**config.mk**
```make
export PLATFORM = sky130hd
export DESIGN_NAME = lcd_power_sequencer
export DESIGN_NICKNAME = d
export VERILOG_FILES = /design/src/rtl/lcd_power_sequencer.sv
export SDC_FILE = /design/constraint.sdc
export NUM_CORES = 1
export LEC_CHECK = 0
export BUFFER_PORTS_ARGS = -buffer_cell sky130_fd_sc_hd__buf_4
export CELL_PAD_IN_SITES_DETAIL_PLACEMENT = 0
export CELL_PAD_IN_SITES_GLOBAL_PLACEMENT = 1
export CORE_UTILIZATION = 41
export CTS_CLUSTER_DIAMETER = 40
export DETAILED_ROUTE_END_ITERATION = 12
export MAX_ROUTING_LAYER = met4
export PLACE_DENSITY = 0.82
export SYNTH_ARGS = -nofsm -noshare
export SYNTH_HDL_FRONTEND = slang
export SYNTH_SLANG_ARGS = --single-unit
```
**constraint.sdc**
```tcl
create_clock -name i_CLK -period 3.5 [get_ports i_CLK]
set_input_delay 0 -clock i_CLK [delete_from_list [all_inputs] [get_ports i_CLK]]
set_output_delay 0 -clock i_CLK [all_outputs]
set_load 0.02 [all_outputs]
```
**src/rtl/lcd_power_sequencer.sv**
```systemverilog
// Panel power / timing-generator bring-up and shutdown sequencer.
// Counts frames off the generator's pixel counters to pace the backlight.
module lcd_power_sequencer #(
  parameter int T_PWR_ON        = 1000,
  parameter int T_PWR_OFF       = 1000,
  parameter int N_BL_ON         = 2,
  parameter int N_BL_OFF        = 2,
  parameter int X_COUNTER_WIDTH = 11,
  parameter int Y_COUNTER_WIDTH = 9,
  parameter int DLY_WIDTH       = 16
) (
  input  logic                       i_CLK,
  input  logic                       i_RSTn,
  input  logic                       i_Enable,
  input  logic [X_COUNTER_WIDTH-1:0] i_XPx,
  input  logic [Y_COUNTER_WIDTH-1:0] i_YPx,
  output logic                       o_PowerEn,
  output logic                       o_Begin,
  output logic                       o_Disable,
  output logic                       o_Backlight,
  output logic                       o_Ready,
  output logic                       o_FrameTick,
  output logic [2:0]                 o_State
);

  typedef enum logic [2:0] {
    S_OFF      = 3'd0,
    S_PWR_WAIT = 3'd1,
    S_START    = 3'd2,
    S_WARMUP   = 3'd3,
    S_ON       = 3'd4,
    S_BL_OFF   = 3'd5,
    S_DIS_WAIT = 3'd6
  } state_t;

  localparam logic [DLY_WIDTH-1:0] LD_ON =
    DLY_WIDTH'(T_PWR_ON > 0 ? T_PWR_ON - 1 : 0);
  localparam logic [DLY_WIDTH-1:0] LD_OFF =
    DLY_WIDTH'(T_PWR_OFF > 0 ? T_PWR_OFF - 1 : 0);
  localparam logic [DLY_WIDTH-1:0] LD_BL_ON  = DLY_WIDTH'(N_BL_ON);
  localparam logic [DLY_WIDTH-1:0] LD_BL_OFF = DLY_WIDTH'(N_BL_OFF);
  localparam logic [DLY_WIDTH-1:0] ONE       = DLY_WIDTH'(1);

  state_t               state_q, state_d;
  logic [DLY_WIDTH-1:0] cnt_q, cnt_d;
  logic [DLY_WIDTH-1:0] cnt_tick;
  logic                 pwr_q, pwr_d;
  logic                 begin_q, begin_d;
  logic                 dis_q, dis_d;
  logic                 bl_q, bl_d;
  logic                 rdy_q, rdy_d;
  logic                 tick_q, tick_d;
  logic                 prev_q, prev_d;
  logic                 origin;

  assign origin = (i_XPx == '0) && (i_YPx == '0);

  // Frame-paced count; checking the post-decrement value lets the
  // transition fire on the tick itself rather than one cycle later.
  assign cnt_tick = (tick_q && cnt_q != '0) ? cnt_q - ONE : cnt_q;

  always_comb begin
    state_d = state_q;
    cnt_d   = cnt_q;
    prev_d  = origin;
    tick_d  = origin & ~prev_q;
    unique case (state_q)
      S_OFF: begin
        if (i_Enable) begin
          state_d = S_PWR_WAIT;
          cnt_d   = LD_ON;
        end
      end
      S_PWR_WAIT: begin
        if (!i_Enable) begin
          state_d = S_OFF;
          cnt_d   = '0;
        end else if (cnt_q == '0) begin
          state_d = S_START;
        end else begin
          cnt_d = cnt_q - ONE;
        end
      end
      S_START: begin
        state_d = S_WARMUP;
        cnt_d   = LD_BL_ON;
      end
      S_WARMUP: begin
        if (!i_Enable) begin
          state_d = S_DIS_WAIT;
          cnt_d   = LD_OFF;
        end else if (cnt_tick == '0) begin
          state_d = S_ON;
          cnt_d   = '0;
        end else begin
          cnt_d = cnt_tick;
        end
      end
      S_ON: begin
        if (!i_Enable) begin
          state_d = S_BL_OFF;
          cnt_d   = LD_BL_OFF;
        end
      end
      S_BL_OFF: begin
        if (cnt_tick == '0) begin
          state_d = S_DIS_WAIT;
          cnt_d   = LD_OFF;
        end else begin
          cnt_d = cnt_tick;
        end
      end
      S_DIS_WAIT: begin
        if (cnt_q == '0) begin
          state_d = S_OFF;
        end else begin
          cnt_d = cnt_q - ONE;
        end
      end
      default: begin
        state_d = S_OFF;
        cnt_d   = '0;
      end
    endcase

    // Outputs follow the next state so they change with the transition.
    pwr_d   = (state_d != S_OFF);
    dis_d   = !(state_d inside {S_START, S_WARMUP, S_ON, S_BL_OFF});
    bl_d    = (state_d == S_ON);
    rdy_d   = (state_d == S_ON);
    begin_d = begin_q | (state_d == S_START);
  end

  always_ff @(posedge i_CLK or negedge i_RSTn) begin
    if (!i_RSTn) begin
      state_q <= S_OFF;
      cnt_q   <= '0;
      pwr_q   <= 1'b0;
      begin_q <= 1'b0;
      dis_q   <= 1'b1;
      bl_q    <= 1'b0;
      rdy_q   <= 1'b0;
      tick_q  <= 1'b0;
      prev_q  <= 1'b1;
    end else begin
      state_q <= state_d;
      cnt_q   <= cnt_d;
      pwr_q   <= pwr_d;
      begin_q <= begin_d;
      dis_q   <= dis_d;
      bl_q    <= bl_d;
      rdy_q   <= rdy_d;
      tick_q  <= tick_d;
      prev_q  <= prev_d;
    end
  end

  assign o_PowerEn   = pwr_q;
  assign o_Begin     = begin_q;
  assign o_Disable   = dis_q;
  assign o_Backlight = bl_q;
  assign o_Ready     = rdy_q;
  assign o_FrameTick = tick_q;
  assign o_State     = state_q;

endmodule

```
==> reports/qor.csv, run 1 <==
metric,value,unit
status,"complete, no violations",
Routed WL per cell,16.5,um
Top Usage Layer GRT,met2,
Final Hold Viols,0,
min Tclk post-route,3.11,ns
CTS root buf,clkbuf_8,
CTS H-tree depth,1,
ys async rst share,1.00,
kind of critical path,register to register,
final slew viol count,0,
maxcap violations,0,
worst path required time,3.70,ns
grt ovf,0,
crit path cell chain,inv_1 -> ha_1 -> nor2b_1 -> nand3_1 -> a21oi_1 -> o31ai_1 -> o22ai_1 -> nor3_2 -> o31a_1 -> or3_1 -> a31oi_1,
initial drt markers,178,
Post CTS Setup Buffer Count,0,
compound-gate portion of the synthesized area,0.275,
final setup violating endpoints,0,
sequential power share,0.265,
initial antenna violation count,0,
Worst EP arrival,3.31,ns
Starting Density,0.438,
IO Count,32,
M3 GR Usage,0.0542,
post-synthesis mux area share,0.00995,
TritonCTS clock tree,yes,
CP endpoint kind,register,
Worst Tran Pin Value,0.977,ns
Max Freq,0.322,GHz
first-pass GRT wire length,10800,um
# diodes,0,
Comb pwr share,0.643,
Clock Path Buffers,2,
Detailed Route WL,6430,um
post-synth net total,318,
Vias per Instance,6.17,
Worst setup SP type,register,
"EDFF count, synth",0,
via count,2406,
Clock Skew,0.00419,ns
drc violations,0,
P_sw,0.00104,W
cts bufs inserted,3,
placed cell areas,2440,um2
#FFs+latches synth,25,
Tcrit/Tclk final,0.887,
met2 Use GR,0.400,
Leak,1.04,nW
largest family of logic cells by synthesized area,simple AND/OR/NAND/NOR gates,
die height,74.2,um
Setup TNS,0,ns
HP Class,input pin to register,
Worst path slowest cell,nor2b_1,
PortBufs,31,
met1 Usage GRT,0.359,
power share of the clock group,0.092,
P_int,0.000973,W
Critical Path Fanout Max,7,
nets,348,
vias in the first global route,2208,
core area,4880,um2
unrepaired setup endpoints after global routing,no,
TritonRoute pass-1 iters,4,
routability congestion estimate,0.918,
Clock Sinks,25,
Sw Ratio,0.517,
largest net degree at the start of global routing,26,
Post-Syn Instances,294,
clock insertion delay at the later pin of the skew report,0.27,ns
Detail Route Antenna Nets,0,
critical path's top delay family,simple AND/OR/NAND/NOR gates,
Rel. slew slack,0.343,
post-layout power,0.00202,W
maximum vdd drop,0.503,mV
DP Wirelength,4570,um
"CTS clk-pin slew, worst paths",0.10,ns
PwrDens,788,nW/um2
# rows,25,
Area Overhead vs Synth,19.7,%
final instance area,2560,um2
share of layout cells above drive strength 1,0.183,
mapped cell area,2140,um2
total track usage,0.264,
Die Footprint,5500,um2
Yosys Warn Count,0,
die width,74.2,um
"Top FF cell, synth",dfrtp_1,
post-synthesis xor/xnor area fraction,0.0164,
sequential area share after synthesis,0.294,
buffer and inverter count on the worst path,1,
simple-gate share of the synthesized area,0.337,
Unique masters post-synth,59,
slowest cell delay on critical path,0.46,ns
Post-Synth Adder-Cell Area,0.00585,
worst hold slack,0.0129,ns
Syn Area/Cell,7.27,um2
==> through the flow <==
step / setup WS (ns) / util / instances
detailed placement: 0.478 / 0.500 / 379
CTS: 0.452 / 0.524 / 390
global route: 0.142 / 0.524 / 390
finish: 0.394 / 0.524 / 390
global placement: 0.518 / 0.500 / 379
floorplan: 0.857 / - / 294
==> worst paths after layout <==
check	end	cells after the start	slack [ns]	startpoint
min in group asynchronous	cnt_q[3]$_DFFE_PN0P_	2	0.16	i_RSTn
worst max register to register	cnt_q[3]$_DFFE_PN0P_	11	0.39	cnt_q[0]$_DFFE_PN0P_
worst min register to register	o_Begin$_DFF_PN0_	1	0.47	o_Begin$_DFF_PN0_
max in group asynchronous	o_Disable$_DFF_PN1_	2	3.03	i_RSTn
worst min-delay path	o_FrameTick$_DFF_PN0_	4	0.01	i_YPx[6]
worst max-delay path	cnt_q[3]$_DFFE_PN0P_	11	0.39	cnt_q[0]$_DFFE_PN0P_
==> cells by family after synthesis <==
kind of cell    count (synthesis)
flops                          25
buf+inv                        31
xor+xnor                        4
simple gates                  139
mux                             2
fa+ha+maj                       1
compound gates                 92
==> cell type report <==
class | count | area [um2]
Inverter | 6 | 22.5
Sequential cell | 25 | 628
Tap cell | 67 | 83.8
Multi-Input combinational cell | 238 | 1380
Fill cell | 526 | 2320
Clock inverter | 1 | 7.51
Timing Repair Buffer | 50 | 393
Clock buffer | 3 | 41.3
==> layer usage <==
layer,vias to the layer above,part of all wire
met1,1141,0.44
met5,-,0
met4,0,0.014
met2,105,0.47
met3,11,0.072
li1,1149,-
==> state kept, by name, indices dropped and copies added (netlist names) <==
register     cells
o_FrameTick      1
o_Disable        1
o_Ready          1
o_State          3
cnt_q           16
prev_q           1
o_Begin          1
o_PowerEn        1
==> cells in the final DEF, fill, tap and decap left out, drive strengths merged, types with 4 or more instances in the layout <==
cell and n:
a21oi 20, a22oi 4, a31oi 9, buf 43, dfrtp 23, dlygate4sd3 7
inv 6, nand2 31, nand2b 6, nand3 18, nand4 5, nor2 29
nor2b 6, nor3 13, nor4 9, o21ai 27, o31ai 5, or3 10
==> cell usage after synthesis, types with 2 or more instances <==
| master | instances | area share |
|---|---|---|
| nor4b_1 | 3 | 0.012 |
| o221ai_1 | 2 | 0.0082 |
| inv_1 | 6 | 0.011 |
| nor3_1 | 10 | 0.023 |
| o31ai_1 | 5 | 0.018 |
| nand4b_1 | 2 | 0.0082 |
| nor2_1 | 29 | 0.051 |
| a21o_1 | 2 | 0.0070 |
| nand3_1 | 18 | 0.042 |
| a22o_1 | 2 | 0.0082 |
| buf_2 | 4 | 0.0094 |
| buf_1 | 3 | 0.0053 |
| nor3_2 | 3 | 0.014 |
| o211ai_1 | 2 | 0.0070 |
| dfstp_2 | 2 | 0.025 |
| xnor2_1 | 3 | 0.012 |
| a22oi_1 | 4 | 0.014 |
| nand2b_1 | 6 | 0.018 |
| nor4_1 | 8 | 0.023 |
| or3_1 | 10 | 0.029 |
| nand4_1 | 5 | 0.015 |
| and3_1 | 2 | 0.0059 |
| nand2_1 | 31 | 0.054 |
| nor3b_1 | 2 | 0.0070 |
| a21oi_1 | 20 | 0.047 |
| a31oi_1 | 9 | 0.026 |
| dfrtp_1 | 23 | 0.27 |
| o21ai_0 | 26 | 0.061 |
| o22ai_1 | 2 | 0.0059 |
| a211oi_1 | 2 | 0.0070 |
| clkbuf_1 | 15 | 0.026 |
| nor2b_1 | 6 | 0.018 |
==> worst register-to-register path, stage by stage, from the launching register on <==
cell	delay [ns]
dfrtp_1	0.44
inv_1	0.14
ha_1	0.29
nor2b_1	0.46
nand3_1	0.32
a21oi_1	0.22
o31ai_1	0.09
o22ai_1	0.16
nor3_2	0.06
o31a_1	0.35
or3_1	0.34
a31oi_1	0.17
==> what timing repair did <==
action	4_1_cts	5_1_grt
hold endpoints to repair	27	0
hold buffers	7	0
endpoints found under the setup margin	0	0
gates resized for setup	0	0
==> power groups by stage <==
stage	combinational [W]	clock, W	sequential (W)
after CTS	0.00129	0.000192	0.000530
after detailed placement	0.00127	0	0.000535
after global routing	0.00143	0.000196	0.000554
after floorplan	0.000965	0	0.000492
final	0.00130	0.000185	0.000534
after global placement	0.00129	0	0.000533
Power figures use the tool's default switching activity.
==> inputs of run 2 (changes only) <==
ABC_AREA = 1   (was not set)
CORE_MARGIN = 2   (was not set)
CORE_UTILIZATION = 40   (was 41)
PLACE_DENSITY = 0.84   (was 0.82)
==> run 2 against run 1 <==
Compared with the run above: cell area down 3.3%; routed wire length down 6.8%; via count down 6.8%; register-to-register slack better by 0.43 ns; clock-buffer cell count up 1; critical path depth up 7; clock skew up 0.0015 ns; sequential cell count unchanged; worst setup slack better by 0.43 ns; global-route usage down 4.9 points; non-clock buffer count down 14; hold slack better by 0.061 ns; critical endpoint is now o_Ready$_DFF_PN0_.
==> reports/qor.csv, run 2 <==
metric,value,unit,change
drc violations,0,,unchanged
HP Class,input pin to register,,
ranking of synthesized cells by area,"dfrtp_1 27%, nand2_1 21%, nor2_1 6.8%",,
Setup TNS,0,ns,unchanged
Clock Sinks,25,,unchanged
Worst path slowest cell,dfrtp_1,,
Min-Delay Endpoint,o_State[2]$_DFF_PN0_,,
"non-filler cells, final",441,,+13%
Area Overhead vs Synth,17.8,%,
die width,76.5,um,+3.0%
Reg-to-Reg End,o_Ready$_DFF_PN0_,,
routability congestion estimate,0.937,,+2.0%
Post-Syn Instances,338,,+15%
CP endpoint kind,register,,
nets,396,,+14%
Detailed Route WL,5990,um,-6.8%
status,"complete, no violations",,
critical path's most frequent cell,nand2_1,,
CTS H-tree depth,1,,unchanged
Vias per Instance,5.08,,-18%
PortBufs,31,,unchanged
Starting Density,0.414,,-0.0242
cts bufs inserted,3,,unchanged
Worst Tran Pin Value,0.724,ns,-0.253 ns
final worst slack,0.828,ns,+0.434 ns
TritonRoute pass-1 iters,4,,unchanged
IO Count,32,,unchanged
worst hold slack,0.0741,ns,+0.0612 ns
unrepaired setup endpoints after global routing,no,,
Routed WL per cell,13.6,um,-18%
Layout Utilization,0.487,,-0.0369
Die Footprint,5840,um2,+6.2%
sequential area share after synthesis,0.299,,+0.00525
post-synth net total,362,,+14%
dpl ws,0.850,ns,+0.372 ns
slowest cell delay on critical path,0.43,ns,-0.03 ns
max reg flops,16,,unchanged
vias in the first global route,2160,,-2.2%
Placed Instances,433,,+14%
largest net degree at the start of global routing,26,,unchanged
Commonest cells post-synth,"119 x nand2_1, 38 x nor2_1, 37 x inv_1",,
Unique masters post-synth,37,,-37%
core area,5070,um2,+4.0%
largest register by flop count,cnt_q,,
die height,76.5,um,+3.0%
total track usage,0.215,,-0.0489
most common cell in the netlist,nand2_1,,
"area leader, netlist",dfrtp_1,,
Tcrit/Tclk final,0.763,,-0.124
Detail Route Antenna Nets,0,,unchanged
TritonCTS clock tree,yes,,
crit path cell chain,inv_2 -> ha_1 -> nand2_2 -> nor2_4 -> nand2_2 -> nand2_4 -> inv_2 -> nand2_1 -> nand2_1 -> nor2_1 -> nand2_1 -> nor2_4 -> nand3_1 -> nand2_1 -> inv_1 -> nor2_1 -> nand2_1 -> nor2_1,,
Clock Path Buffers,2,,unchanged
maxcap violations,0,,unchanged
Max Freq,0.374,GHz,+16%
hold path startpoint,i_Enable,,
FF-to-FF path depth,18,,+7
critical path's top delay family,simple AND/OR/NAND/NOR gates,,
initial drt markers,110,,-38%
Worst EP arrival,2.88,ns,-0.43 ns
#FFs+latches synth,25,,unchanged
Clock Skew,0.00566,ns,+0.00147 ns
maximum vdd drop,0.345,mV,-31%
share of layout cells above drive strength 1,0.151,,-0.0317
Reg2Reg Launch Point,cnt_q[0]$_DFFE_PN0P_,,
reg2reg setup slack,0.83,ns,+0.43 ns
CTS root buf,clkbuf_8,,
initial antenna violation count,0,,unchanged
top-area cell type share of the netlist area,0.274,,+0.00482
critical path startpoint,cnt_q[0]$_DFFE_PN0P_,,
final slew viol count,0,,unchanged
"commonest non-fill, non-tap cell in the layout",nand2_1,,
first-pass GRT wire length,9990,um,-7.5%
Worst setup SP type,register,,
clock insertion delay at the later pin of the skew report,0.28,ns,about the same
most frequent cells in the layout,"119 x nand2_1, 38 x nor2_1, 37 x inv_1",,
PwrDens,732,nW/um2,-7.1%
kind of critical path,register to register,,
"Top FF cell, synth",dfrtp_1,,
Yosys Warn Count,0,,unchanged
ys async rst share,1.00,,unchanged
DP Wirelength,4640,um,+1.5%
"EDFF count, synth",0,,unchanged
post_cts resized,0,,unchanged
Rel. slew slack,0.514,,+0.170
Critical Path Fanout Max,18,,+11
via count,2242,,-6.8%
# diodes,0,,unchanged
final setup violating endpoints,0,,unchanged
Cells on Worst Hold Path,3,,-1
buffer and inverter count on the worst path,3,,+2
Final Hold Viols,0,,unchanged
worst path required time,3.71,ns,about the same
# rows,26,,+4.0%
mapped cell area,2100,um2,-1.8%
Leak,1.28,nW,+23%
min Tclk post-route,2.67,ns,-0.434 ns
Syn Area/Cell,6.21,um2,-15%
"CTS clk-pin slew, worst paths",0.10,ns,about the same
grt ovf,0,,unchanged
run 2: cell count changes in the layout (fill, tap and decap cells not counted), moves of 5 or more:
| cell | before | now |
|---|---|---|
| nor2b_1 | 6 | 0 |
| or3_1 | 10 | 0 |
| nor2_2 | 0 | 5 |
| a21oi_1 | 20 | 5 |
| nand2_1 | 31 | 119 |
| nor2_1 | 29 | 38 |
| inv_1 | 6 | 37 |
| a221oi_1 | 1 | 6 |
| nand3_1 | 18 | 27 |
| nand2b_1 | 6 | 0 |
| buf_4 | 43 | 32 |
| a31oi_1 | 9 | 0 |
| o31ai_1 | 5 | 0 |
| nor3_1 | 10 | 1 |
run 2: how the worst max path moves through the flow:
stage | to | slack, ns | cells past startpoint
after global routing | o_Ready$_DFF_PN0_ | 0.51 | 18
after CTS | o_Ready$_DFF_PN0_ | 0.82 | 18
after floorplan | o_PowerEn$_DFF_PN0_ | 1.34 | 18
final | o_Ready$_DFF_PN0_ | 0.83 | 18
after global placement | o_Ready$_DFF_PN0_ | 0.86 | 18
after detailed placement | o_Ready$_DFF_PN0_ | 0.85 | 18
run 2: cells by family after synthesis:
logic type,after synthesis,synth area share
AND/OR/NAND/NOR,210,0.442
AO/OA/AOI/OAI,51,0.148
buffers and inverters,48,0.0924
flip-flops,25,0.299
XOR/XNOR,3,0.0125
adder cells (fa/ha/maj),1,0.00596
run 2: power breakdown:
group          internal [W]  leakage, nW  switching (W)
Combinational      0.000384        0.939       0.000736
Sequential         0.000388        0.317       0.000119
Clock             0.0000817       0.0228       0.000102
Total              0.000854         1.28       0.000957
run 2: repair_timing:
| action | 4_1_cts | 5_1_grt |
|---|---|---|
| endpoints found under the hold margin | 27 | 0 |
| hold buffers | 4 | 0 |
| endpoints found under the setup margin | 0 | 0 |
| setup buffers | 0 | 0 |
run 2: tightest hold or removal path: cells and delay by family:
family	cells	cell delay, ns
buffers and inverters	1	0.13
AOI/OAI and AO/OA	1	0.12
and+or+nand+nor	1	0.08
run 2: per-layer routing:
metal	routed length, um	GRT usage
met5	0	-
met4	94	0.0582
met3	199	0.0190
met2	2840	0.361
met1	2850	0.279
run 2: layout make-up:
class,instances,area [um2]
clock buffer,4,45.0
fill,560,2600
inverter,41,154
multi-input combinational,265,1280
sequential,25,628
tap,70,87.6
timing repair buffer,36,280
run 2: stage by stage:
step | total power, W | area [um2]
floorplan | 0.00132 | 2100
global placement | 0.00163 | 2390
detailed placement | 0.00163 | 2390
CTS | 0.00182 | 2470
global route | 0.00200 | 2470
finish | 0.00181 | 2470
==> inputs of run 3 (changes only) <==
CORE_UTILIZATION = 36   (was 40)
PLACE_DENSITY = 0.8   (was 0.84)
clock period = 2.39 ns   (was 3.5 ns; I/O delays follow)
==> run 3 against run 2 <==
Compared with the run above: sequential share of layout area is 3.5 points lower; clock-buffer cell count unchanged; first-iteration DRC count rose by 31%; critical path depth unchanged; hold slack got worse by 0.068 ns; largest cell class unchanged; cell area up 17%; combinational power is 96% higher; critical endpoint unchanged; highest routed layer unchanged; die area increased by 11%.
==> reports/qor.csv, run 3 (synthesis gave the netlist of run 2 again) <==
metric,value,unit,change
status,"complete, no violations",,
initial drt markers,144,,+31%
min Tclk post-route,2.33,ns,-0.339 ns
unrepaired setup endpoints after global routing,yes,,
max reg flops,16,,unchanged
largest register by flop count,cnt_q,,
HP Class,input pin to register,,
IO Count,32,,unchanged
Worst Tran Pin Value,0.900,ns,+0.175 ns
"commonest non-fill, non-tap cell in the layout",nand2_1,,
PortBufs,31,,unchanged
Worst setup SP type,register,,
critical path's most frequent cell,nand2_1,,
nets,432,,+9.1%
Tcrit/Tclk final,0.976,,+0.213
Final Hold Viols,0,,unchanged
initial antenna violation count,0,,unchanged
"CTS clk-pin slew, worst paths",0.10,ns,about the same
placed cell areas,2530,um2,+6.1%
maximum vdd drop,0.599,mV,+74%
dpl ws,0.0192,ns,-0.830 ns
largest net degree at the start of global routing,26,,unchanged
Rel. slew slack,0.396,,-0.118
Starting Density,0.377,,-0.0371
grt ovf,0,,unchanged
Layout Utilization,0.521,,+0.0336
Detail Route Antenna Nets,0,,unchanged
Critical Path Fanout Max,11,,-7
final instance area,2900,um2,+17%
most frequent cells in the layout,"109 x nand2_1, 61 x buf_4, 34 x inv_1",,
TritonRoute pass-1 iters,4,,unchanged
share of layout cells above drive strength 1,0.317,,+0.166
CTS root buf,clkbuf_8,,
drc violations,0,,unchanged
# rows,27,,+3.8%
cts bufs inserted,3,,unchanged
Clock Skew,0.00266,ns,-0.00300 ns
final setup violating endpoints,0,,unchanged
CTS H-tree depth,1,,unchanged
Max Freq,0.429,GHz,+15%
Clock Sinks,25,,unchanged
slowest cell delay on critical path,0.43,ns,about the same
die height,80.4,um,+5.1%
Clock Path Buffers,2,,unchanged
TritonCTS clock tree,yes,,
Detailed Route WL,6840,um,+14%
Die Footprint,6460,um2,+11%
Worst path slowest cell,dfrtp_1,,
Leak,1.48,nW,+15%
Worst EP arrival,2.54,ns,-0.34 ns
routability congestion estimate,0.885,,-5.6%
PwrDens,1100,nW/um2,+50%
total track usage,0.215,,-0.000401
final worst slack,0.0571,ns,-0.771 ns
DP Wirelength,4890,um,+5.4%
core area,5570,um2,+9.8%
first-pass GRT wire length,10500,um,+5.1%
kind of critical path,register to register,,
Setup TNS,0,ns,unchanged
vias in the first global route,2226,,+3.1%
maxcap violations,0,,unchanged
final slew viol count,0,,unchanged
CP endpoint kind,register,,
Area Overhead vs Synth,38.3,%,
die width,80.4,um,+5.1%
crit path cell chain,inv_2 -> ha_4 -> nand2_4 -> nor2_4 -> nand2_4 -> nand2_8 -> inv_6 -> nand2_1 -> nand2_1 -> nor2_1 -> nand2_1 -> nor2_4 -> nand3_2 -> nand2_2 -> inv_2 -> nor2_2 -> nand2_2 -> nor2_2,,
Routed WL per cell,14.3,um,+5.1%
# diodes,0,,unchanged
worst path required time,2.60,ns,-1.11 ns
clock insertion delay at the later pin of the skew report,0.27,ns,about the same
Vias per Instance,5.18,,+1.8%
via count,2480,,+11%
## run 3: cell count changes in the layout (fill, tap and decap cells not counted), moves of 3 or more
| cell | change |
|---|---|
| nand2_1 | -10 |
| dfrtp_1 | -6 |
| nor2_1 | -14 |
| nand2_2 | +9 |
| nor2_2 | +11 |
| buf_4 | +29 |
| nor2_4 | +3 |
| buf_6 | +3 |
| inv_2 | +3 |
| dfrtp_2 | +6 |
| inv_1 | -3 |
## run 3: power by group
| part | switching (W) | internal (W) | leakage (nW) |
|---|---|---|---|
| clock | 0.000149 | 0.000120 | 0.0228 |
| sequential | 0.000161 | 0.000576 | 0.309 |
| combinational | 0.00134 | 0.000851 | 1.14 |
| total | 0.00165 | 0.00155 | 1.48 |
## run 3: repair_timing
item                       in CTS  in global routing
resized for setup               0                 53
setup endpoints to repair       0                 14
hold endpoints to repair       27                  0
buffers inserted                0                 12
hold buffers                    6                  0
## run 3: final timing paths
kind | cells past startpoint | to | slack, ns | start
min reg2reg | 1 | o_Begin$_DFF_PN0_ | 0.49 | o_Begin$_DFF_PN0_
max reg2reg | 18 | o_Ready$_DFF_PN0_ | 0.06 | cnt_q[1]$_DFFE_PN0P_
min | 4 | o_FrameTick$_DFF_PN0_ | 0.006 | i_XPx[2]
min in group asynchronous | 2 | cnt_q[15]$_DFFE_PN0P_ | 0.16 | i_RSTn
max | 18 | o_Ready$_DFF_PN0_ | 0.06 | cnt_q[1]$_DFFE_PN0P_
max in group asynchronous | 2 | o_Disable$_DFF_PN1_ | 1.94 | i_RSTn
## run 3: final cells by class
cell class	instances	area [um2]
clock buffers	4	45.0
fillers	589	2670
inverters	41	159
multi-input cells	267	1420
flip-flops and latches	25	636
well taps	72	90.1
repair buffers	70	552
## run 3: layer usage
| layer | up-vias | wire length, um | share of wire | global-route usage |
|---|---|---|---|---|
| met2 | 68 | 3370 | 0.49 | 0.371 |
| li1 | 1243 | - | - | - |
| met1 | 1161 | 3030 | 0.44 | 0.272 |
| met4 | 0 | 85 | 0.012 | 0.0356 |
| met5 | - | 0 | 0 | - |
| met3 | 8 | 350 | 0.051 | 0.0292 |
## run 3: per-stage QoR
stage / hold slack, ns / instances / power [W]
after global routing: 0.0346 / 479 / 0.00347
final: 0.00578 / 479 / 0.00320
after CTS: 0.00133 / 464 / 0.00284
after global placement: -0.0734 / 454 / 0.00255
after detailed placement: -0.0674 / 454 / 0.00256
after floorplan: -0.296 / 338 / 0.00193
## run 3: worst max-delay path: cells and delay by family (launching register included)
family	cells	cell delay (ns)
adders and majority gates	1	0.15
and+or+nand+nor	14	1.49
DFF	1	0.43
buffers and inverters	3	0.19
